--- src/rtl/tri_seq_ctrl.sv ---
// tri_seq_ctrl: point-in-triangle tester, one shared edge-sign unit.
// Optional macro TRI_EARLY_EXIT_EN: skip edge 2 once the outcome is known.
module tri_seq_ctrl #(
  parameter int W     = 12,
  parameter int CNT_W = 16
) (
  input  logic                clk,
  input  logic                rst_n,
  input  logic                in_valid,
  output logic                in_ready,
  input  logic signed [W-1:0] x0,
  input  logic signed [W-1:0] y0,
  input  logic signed [W-1:0] x1,
  input  logic signed [W-1:0] y1,
  input  logic signed [W-1:0] x2,
  input  logic signed [W-1:0] y2,
  input  logic signed [W-1:0] x3,
  input  logic signed [W-1:0] y3,
  output logic                out_valid,
  input  logic                out_ready,
  output logic                out_in,
  output logic                busy,
  input  logic                clr_cnt,
  output logic [CNT_W-1:0]    hit_cnt
);

  typedef enum logic [2:0] {
    IDLE,
    EDGE0,
    EDGE1,
    EDGE2,
    DONE
  } state_t;

  localparam int DW = W + 1;
  localparam int PW = 2 * W + 2;

  state_t state, nstate;

  logic signed [W-1:0] px [4];
  logic signed [W-1:0] py [4];
  logic signed [W-1:0] bx, by, cx, cy;
  logic signed [DW-1:0] d1, d2, d3, d4;
  logic signed [PW-1:0] p1, p2;
  logic s;
  logic g0, g1;
  logic acc, hs;

  function automatic logic signed [DW-1:0] ext1(
    input logic signed [W-1:0] v
  );
    return {v[W-1], v};
  endfunction

  function automatic logic signed [PW-1:0] ext2(
    input logic signed [DW-1:0] v
  );
    return {{(PW-DW){v[DW-1]}}, v};
  endfunction

  assign acc = in_valid & in_ready;
  assign hs  = out_valid & out_ready;

  // Operand select for the shared sign unit.
  always_comb begin
    bx = px[1];
    by = py[1];
    cx = px[2];
    cy = py[2];
    unique case (1'b1)
      state == EDGE1: begin
        bx = px[2];
        by = py[2];
        cx = px[3];
        cy = py[3];
      end
      state == EDGE2: begin
        bx = px[3];
        by = py[3];
        cx = px[1];
        cy = py[1];
      end
      default: ;
    endcase
  end

  // Edge sign: widened differences and products so nothing wraps.
  always_comb begin
    d1 = ext1(px[0]) - ext1(cx);
    d2 = ext1(by) - ext1(cy);
    d3 = ext1(bx) - ext1(cx);
    d4 = ext1(py[0]) - ext1(cy);
    p1 = ext2(d1) * ext2(d2);
    p2 = ext2(d3) * ext2(d4);
    s  = (p1 < p2);
  end

  // State register.
  always_ff @(posedge clk or negedge rst_n) begin
    if (!rst_n) state <= IDLE;
    else        state <= nstate;
  end

  // Next-state logic.
  always_comb begin
    nstate = state;
    unique case (state)
      IDLE:  if (acc) nstate = EDGE0;
      EDGE0: nstate = EDGE1;
`ifdef TRI_EARLY_EXIT_EN
      EDGE1: nstate = (s != g0) ? DONE : EDGE2;
`else
      EDGE1: nstate = EDGE2;
`endif
      EDGE2: nstate = DONE;
      DONE:  if (out_ready) nstate = IDLE;
      default: nstate = IDLE;
    endcase
  end

  // Handshake and status outputs decoded from state.
  always_comb begin
    in_ready  = (state == IDLE);
    busy      = (state != IDLE);
    out_valid = (state == DONE);
  end

  // Query capture, per-edge signs and the registered verdict.
  // The edge-2 sign feeds the verdict directly, so it needs no flop.
  always_ff @(posedge clk or negedge rst_n) begin
    if (!rst_n) begin
      for (int i = 0; i < 4; i++) begin
        px[i] <= '0;
        py[i] <= '0;
      end
      g0     <= 1'b0;
      g1     <= 1'b0;
      out_in <= 1'b0;
    end else begin
      if (acc) begin
        px[0] <= x0;
        py[0] <= y0;
        px[1] <= x1;
        py[1] <= y1;
        px[2] <= x2;
        py[2] <= y2;
        px[3] <= x3;
        py[3] <= y3;
      end
      if (state == EDGE0) g0 <= s;
      if (state == EDGE1) begin
        g1 <= s;
`ifdef TRI_EARLY_EXIT_EN
        if (s != g0) out_in <= 1'b0;
`endif
      end
      if (state == EDGE2) out_in <= (g0 == g1) && (g1 == s);
    end
  end

  // Saturating hit counter; clear wins over increment.
  always_ff @(posedge clk or negedge rst_n) begin
    if (!rst_n) begin
      hit_cnt <= '0;
    end else if (clr_cnt) begin
      hit_cnt <= '0;
    end else if (hs && out_in && !(&hit_cnt)) begin
      hit_cnt <= hit_cnt + 1'b1;
    end
  end

endmodule

--- config.mk ---
export PLATFORM = sky130hd
export DESIGN_NAME = tri_seq_ctrl
export DESIGN_NICKNAME = d
export VERILOG_FILES = /design/src/rtl/tri_seq_ctrl.sv
export SDC_FILE = /design/constraint.sdc
export NUM_CORES = 1
export LEC_CHECK = 0
export ABC_AREA = 1
export CAP_MARGIN = 20
export CORE_MARGIN = 1.5
export CORE_UTILIZATION = 40
export CTS_CLUSTER_SIZE = 12
export DETAILED_ROUTE_END_ITERATION = 6
export PLACE_DENSITY = 0.55
export RECOVER_POWER = 25
export SLEW_MARGIN = 20
export SYNTH_ARGS = -nofsm -noshare
export SYNTH_HDL_FRONTEND = slang
export SYNTH_SLANG_ARGS = --single-unit
--- constraint.sdc ---
create_clock -name clk -period 15.06 [get_ports clk]
set_input_delay 3.012 -clock clk [delete_from_list [all_inputs] [get_ports clk]]
set_output_delay 3.012 -clock clk [all_outputs]
set_load 0.005 [all_outputs]
==> results by group, run 1 <==
Critical path
  – Arrival @ worst endpoint: 12,360 ps
  – Required @ worst endpoint: 15,380 ps
  – Reg2Reg Depth: 41
  – Worst setup path startpoint: state[0]$_DFFE_PN0P_
  – Critical Path End Type: flop
  – Register-to-register setup slack: 3030 ps
  – CP Capture Point: out_in$_DFFE_PN0N_
  – RR Endpoint: out_in$_DFFE_PN0N_
  – WS Path Type: flop to flop
  – CP Max Fanout: 34
  – Reg2reg start: state[0]$_DFFE_PN0P_
  – Critical path's most frequent cell: nand2_1
  – Slowest stage delay, CP: 880 ps
  – Worst setup SP type: flop
  – CP max stage cell: xor2_1

Finish
  – Leading cell types in the layout, fill and taps excluded: 560 x inv_1, 444 x nand2_1, 330 x fa_1, 266 x nor2_1, 198 x ha_1
  – Antenna diodes: 0
  – Fill cells: 5,340
  – Final Core Density: 45.2%
  – Area grow syn2layout: 11.5%
  – Layout cells sized above 1: 4.84%
  – Most common cell after layout, fill and taps aside: inv_1
  – Final net count: 3,387

Synth
  – Post-synth ARST share: 100%
  – Synth Register Bits: 118
  – Syn_nets: 3,291
  – Post-Syn Area: 21,400 µm²
  – Syn avg cell area: 8.04 µm²
  – Main synth FF type: dfrtp_1
  – Sequential share of the synthesized area: 13.8%
  – Distinct cells, synth: 48
  – Synth warn: 0
  – EDFF count, synth: 0
  – Number of instances in the synthesized netlist: 2,662

STA
  – Final Max Tran Viols: 50
  – Final worst hold slack: 510 ps
  – RSZ-0062 raised after global routing: false
  – Final setup viols: 0
  – Count of final hold-check violations: 0
  – Skew final: 13.0 ps
  – Min cycle time layout: 12,030 ps
  – Fin crit share: 79.9%
  – Slew HR: -85.0%
  – Setup TNS: 0 ps
  – Worst Max-Slew Pin Slew: 2780 ps
  – Max Clock Freq: 0.0831 GHz

CTS
  – Post-CTS setup buffers: 0
  – Total clock sinks: 118
  – TritonCTS buffer count: 17
  – CTS tree: yes
  – Cts hold-fix bufs: 0
  – Clock Pin Slew Worst Setup and Hold Paths: 70 ps
  – Clock root buffer: clkbuf_16
  – Post-CTS Resized: 0
  – H-tree depth: 4
  – Clk Latency, worst-skew pair: 430 ps
  – CTS max path bufs: 2

Die
  – Die height: 234 µm
  – Core ar.: 52,800 µm²
  – Die width: 234 µm
  – Die Footprint: 54,900 µm²
  – Cell Rows: 84
  – I/O pins: 121
  – Initial Utilization: 40.6%

Global routing
  – GRT Total Usage: 24.8%
  – Met3 Use GR: 5.62%
  – First-pass GRT wire length: 104,000 µm
  – Pin count of the biggest net entering global routing: 93
  – GR peak layer: met2
  – Initial antenna violation count: 0
  – M1 GR Usage: 31.9%
  – Congestion Overflow GR: 0
  – Vias in the first global route: 19,100
  – Met2 Track Usage GR: 41.3%

Drt
  – Vias post-DR: 18,000
  – 1st-iter DRT viols: 1,056
  – Post-route DRC: 0
  – First-pass iteration count of the detailed router: 5
  – Drt wl/cell: 18.8 µm
  – Via density: 5.20
  – Post-Route WL: 65,000 µm
  – Remaining antenna violation count: 0

Placement
  – RePlAce Congestion: 0.901
  – Port bufs: 120
  – Post-detail-place hpwl: 55,400 µm

Flow run
  – Max-Cap Viols: 1

Hold path
  – Min-delay worst type: flop to flop
  – Worst Hold Launch: g0$_DFFE_PN0P_

Run status
  – Run status: complete, but fails checks
  – Failing checks: max-capacitance violations, max-slew violations
registers in the layout, indices dropped and copies added, names as in the netlist:
register,count
g0,1
g1,1
hit_cnt,16
out_in,1
px,48
py,48
state,3
cell usage after synthesis, types with 4 or more instances:
cell type	number	area [µm²]
nor2_2	13	81.3
nand4_1	27	169
a211oi_1	4	30.0
inv_2	5	18.8
ha_1	198	2480
xnor2_1	36	315
a21oi_1	173	866
nand2_1	445	1670
inv_1	560	2100
buf_4	8	60.1
clkbuf_1	25	93.8
buf_1	5	18.8
buf_2	13	65.1
o21ai_0	55	275
o22ai_1	17	106
or2_2	13	81.3
nand2_2	9	56.3
nand3_1	162	811
fa_1	330	6610
o221ai_1	17	149
xor2_1	35	307
nor4_1	7	43.8
nor2_1	265	995
clkinv_1	11	41.3
o31ai_1	5	37.5
mux2_2	47	529
dfrtp_1	118	2950
nor3_1	15	75.1
o21bai_1	5	37.5
o211ai_1	8	60.1
worst max-delay path: cells and delay by family (launching register included):
family,cells,cell delay (ps)
flip-flops,1,550
buffers and inverters,6,1560
AO/OA/AOI/OAI,3,860
adder cells (fa/ha/maj),9,4190
XOR/XNOR,2,970
AND/OR/NAND/NOR,21,3750
cells by family after synthesis:
logic type      count (synthesis)  share of synthesized area, %
fa+ha+maj                     528                          42.5
simple gates                  970                          19.2
xor+xnor                       71                          2.91
flops                         118                          13.8
compound gates                300                          7.86
mux                            47                          2.47
buf+inv                       628                          11.3
area by class of cell:
cell class	instances	area [µm²]	share of cell area, %
clock inverters	13	146	0.614
flip-flops and latches	118	2950	12.4
repair buffers	129	1260	5.28
multi-input cells	1916	16000	67.3
clock buffers	19	433	1.81
well taps	688	861	3.61
inverters	576	2160	9.06
worst min path at each step:
stage	endpoint	slack, ps	cells after the start
floorplan	g1$_DFFE_PN0N_	470	2
global placement	g0$_DFFE_PN0P_	490	2
detailed placement	g0$_DFFE_PN0P_	500	2
CTS	g0$_DFFE_PN0P_	510	2
global route	px[43]$_DFFE_PN0P_	550	1
finish	g0$_DFFE_PN0P_	510	2
through the flow:
step	worst slack, ps	area [µm²]	instances
after floorplan	6260	21400	2662
after global placement	3410	23300	3426
after detailed placement	3130	23300	3426
after CTS	3130	23900	3458
after global routing	2170	23900	3459
final	3030	23900	3459
routing by layer:
metal  part of all wire, %  vias up
met5                     0        -
met4                   3.2        0
met3                   6.4      100
met2                    47      538
met1                    43     8839
li1                      -     8501
Power of run 1 is left out: the tool's default activity adds up to more than one toggle a clock period on the data nets, which glitch-free logic cannot reach.
==> run 2: changes to the inputs <==
PLACE_DENSITY = 0.57   (was 0.55)
clock period = 10.8 ns   (was 15.06 ns; I/O delays follow)
==> run 2 against run 1 <==
Effect of this change:
- the flow still finishes with violations (max-capacitance violations, max-slew violations)
- first-iteration DRC count up 25%
- hold slack hardly changed
- critical path type unchanged
- wire length is 0.91% lower
==> results by group, run 2 (synthesis gave the netlist of run 1 again) <==
Drt
  – Drt wl/cell: 18.5 µm (-1.4%)
  – Post-Route WL: 64,500 µm (-0.91%)
  – 1st-iter DRT viols: 1,319 (+25%)
  – Post-route DRC: 0 (unchanged)
  – Vias post-DR: 18,100 (+0.42%)
  – Via density: 5.19 (about the same)
  – Remaining antenna violation count: 0 (unchanged)
  – First-pass iteration count of the detailed router: 6 (+1)

STA
  – Final setup viols: 0 (unchanged)
  – Setup TNS: 0 ps (unchanged)
  – Max Clock Freq: 0.0990 GHz (+19%)
  – Slew HR: -124% (-39 points)
  – Worst Max-Slew Pin Slew: 3360 ps (+586 ps)
  – Fin crit share: 93.5% (+14 points)
  – Min cycle time layout: 10,100 ps (-1930 ps)
  – RSZ-0062 raised after global routing: false
  – Final Max Tran Viols: 61 (+22%)
  – Count of final hold-check violations: 0 (unchanged)
  – Skew final: 31.3 ps (+18.3 ps)

Critical path
  – Slowest stage delay, CP: 640 ps (-240 ps)
  – Critical Path End Type: flop
  – CP max stage cell: fa_1
  – Worst setup SP type: flop
  – WS Path Type: flop to flop
  – Critical path's most frequent cell: nand2_1
  – Arrival @ worst endpoint: 10,440 ps (-1920 ps)
  – Required @ worst endpoint: 11,130 ps (-4250 ps)
  – CP Max Fanout: 14 (-59%)

CTS
  – TritonCTS buffer count: 17 (unchanged)
  – Total clock sinks: 118 (unchanged)
  – Cts hold-fix bufs: 0 (unchanged)
  – Clk Latency, worst-skew pair: 440 ps (about the same)
  – CTS max path bufs: 2 (unchanged)
  – Clock root buffer: clkbuf_16
  – H-tree depth: 4 (unchanged)
  – CTS tree: yes
  – Clock Pin Slew Worst Setup and Hold Paths: 80 ps (about the same)

Run status
  – Failing checks: max-capacitance violations, max-slew violations
  – Run status: complete, but fails checks

Finish
  – Most common cell after layout, fill and taps aside: inv_1
  – Regs by FF count: px (48), py (48), hit_cnt (16)
  – Final net count: 3,404 (+0.50%)
  – Layout cells sized above 1: 5.60% (+0.76 points)
  – Design area: 24,000 µm² (+0.67%)
  – Leading cell types in the layout, fill and taps excluded: 560 x inv_1, 444 x nand2_1, 330 x fa_1, 265 x nor2_1, 198 x ha_1
  – Antenna diodes: 0 (unchanged)
  – Fill cells: 5,377 (+0.69%)
  – Area grow syn2layout: 12.3%

Die
  – Initial Utilization: 40.6% (unchanged)
  – I/O pins: 121 (unchanged)
  – Die height: 234 µm (unchanged)
  – Die width: 234 µm (unchanged)
  – Die Footprint: 54,900 µm² (unchanged)
  – Core ar.: 52,800 µm² (unchanged)
  – Cell Rows: 84 (unchanged)

Placement
  – RePlAce Congestion: 0.941 (+4.4%)
  – Dpl cell area: 23,400 µm² (+0.58%)
  – Port bufs: 120 (unchanged)
  – Post-detail-place hpwl: 54,700 µm (-1.2%)

Flow run
  – Max-Cap Viols: 1 (unchanged)

Global routing
  – GRT Total Usage: 24.4% (-0.41 points)
  – Congestion Overflow GR: 0 (unchanged)
  – Initial antenna violation count: 0 (unchanged)
  – Vias in the first global route: 19,000 (-0.61%)
  – First-pass GRT wire length: 103,000 µm (-0.99%)
  – Pin count of the biggest net entering global routing: 84 (-9.7%)

Hold path
  – Min-delay worst type: flop to flop
## run 2: cell types whose count changed in the layout (fill, tap and decap cells not counted), sizes merged, moves of 2 or more
| cell | previous run | this run |
|---|---|---|
| buf | 8 | 26 |
| bufinv | 2 | 0 |
| clkbuf | 21 | 18 |
| clkinv | 13 | 15 |
| clkinvlp | 5 | 1 |
| inv | 569 | 575 |
## run 2: stage by stage
| stage | utilization (%) | hold slack (ps) | cells | worst slack [ps] |
|---|---|---|---|---|
| 6_report | 45.5 | 510 | 3476 | 698 |
| 3_5_place_dp | 44.4 | 491 | 3444 | 763 |
| 5_1_grt | 45.5 | 542 | 3476 | 35.4 |
| 4_1_cts | 45.5 | 510 | 3476 | 762 |
| 2_1_floorplan | - | 467 | 2662 | 2000 |
| 3_3_place_gp | 44.4 | 486 | 3444 | 834 |
## run 2: per-layer routing
metal	track usage, %	up-vias	part of all wire (%)
met2	39.9	598	46
li1	-	8544	-
met3	3.14	87	5.4
met5	0	-	0
met1	33.6	8824	46
met4	7.29	0	3.0
## run 2: path summary, 6_finish.rpt
check,from,endpoint,slack (ps),cells past startpoint
setup / recovery,state[2]$_DFFE_PN0P_,out_in$_DFFE_PN0N_,700,45
hold / removal,g1$_DFFE_PN0N_,g1$_DFFE_PN0N_,510,2
setup reg to reg,state[2]$_DFFE_PN0P_,out_in$_DFFE_PN0N_,700,45
hold reg to reg,g1$_DFFE_PN0N_,g1$_DFFE_PN0N_,510,2
max in group asynchronous,rst_n,px[44]$_DFFE_PN0P_,5770,2
min in group asynchronous,rst_n,py[46]$_DFFE_PN0P_,2850,1
## run 2: cell type report
| cell class | count | area (µm²) | share of cell area [%] |
|---|---|---|---|
| clock inverter | 15 | 175 | 0.729 |
| multi-input combinational | 1916 | 16100 | 66.8 |
| clock buffer | 17 | 425 | 1.77 |
| tap | 688 | 861 | 3.58 |
| sequential | 118 | 2950 | 12.3 |
| inverter | 576 | 2160 | 9.00 |
| timing repair buffer | 146 | 1390 | 5.79 |
## run 2: critical path: cells and delay by family, from the launching register on
kind            cells  cell delay, ps
fa+ha+maj           9            4170
simple gates       19            2630
compound gates      4            1030
flops               1             380
buf+inv            11            1450
xor+xnor            2             340
## run 2: timing repair
| item | in CTS | in global routing |
|---|---|---|
| resized for setup | 0 | 2 |
| endpoints found under the setup margin | 0 | 3 |
| buffers inserted | 0 | 0 |
Power of run 2 is left out for the same reason.
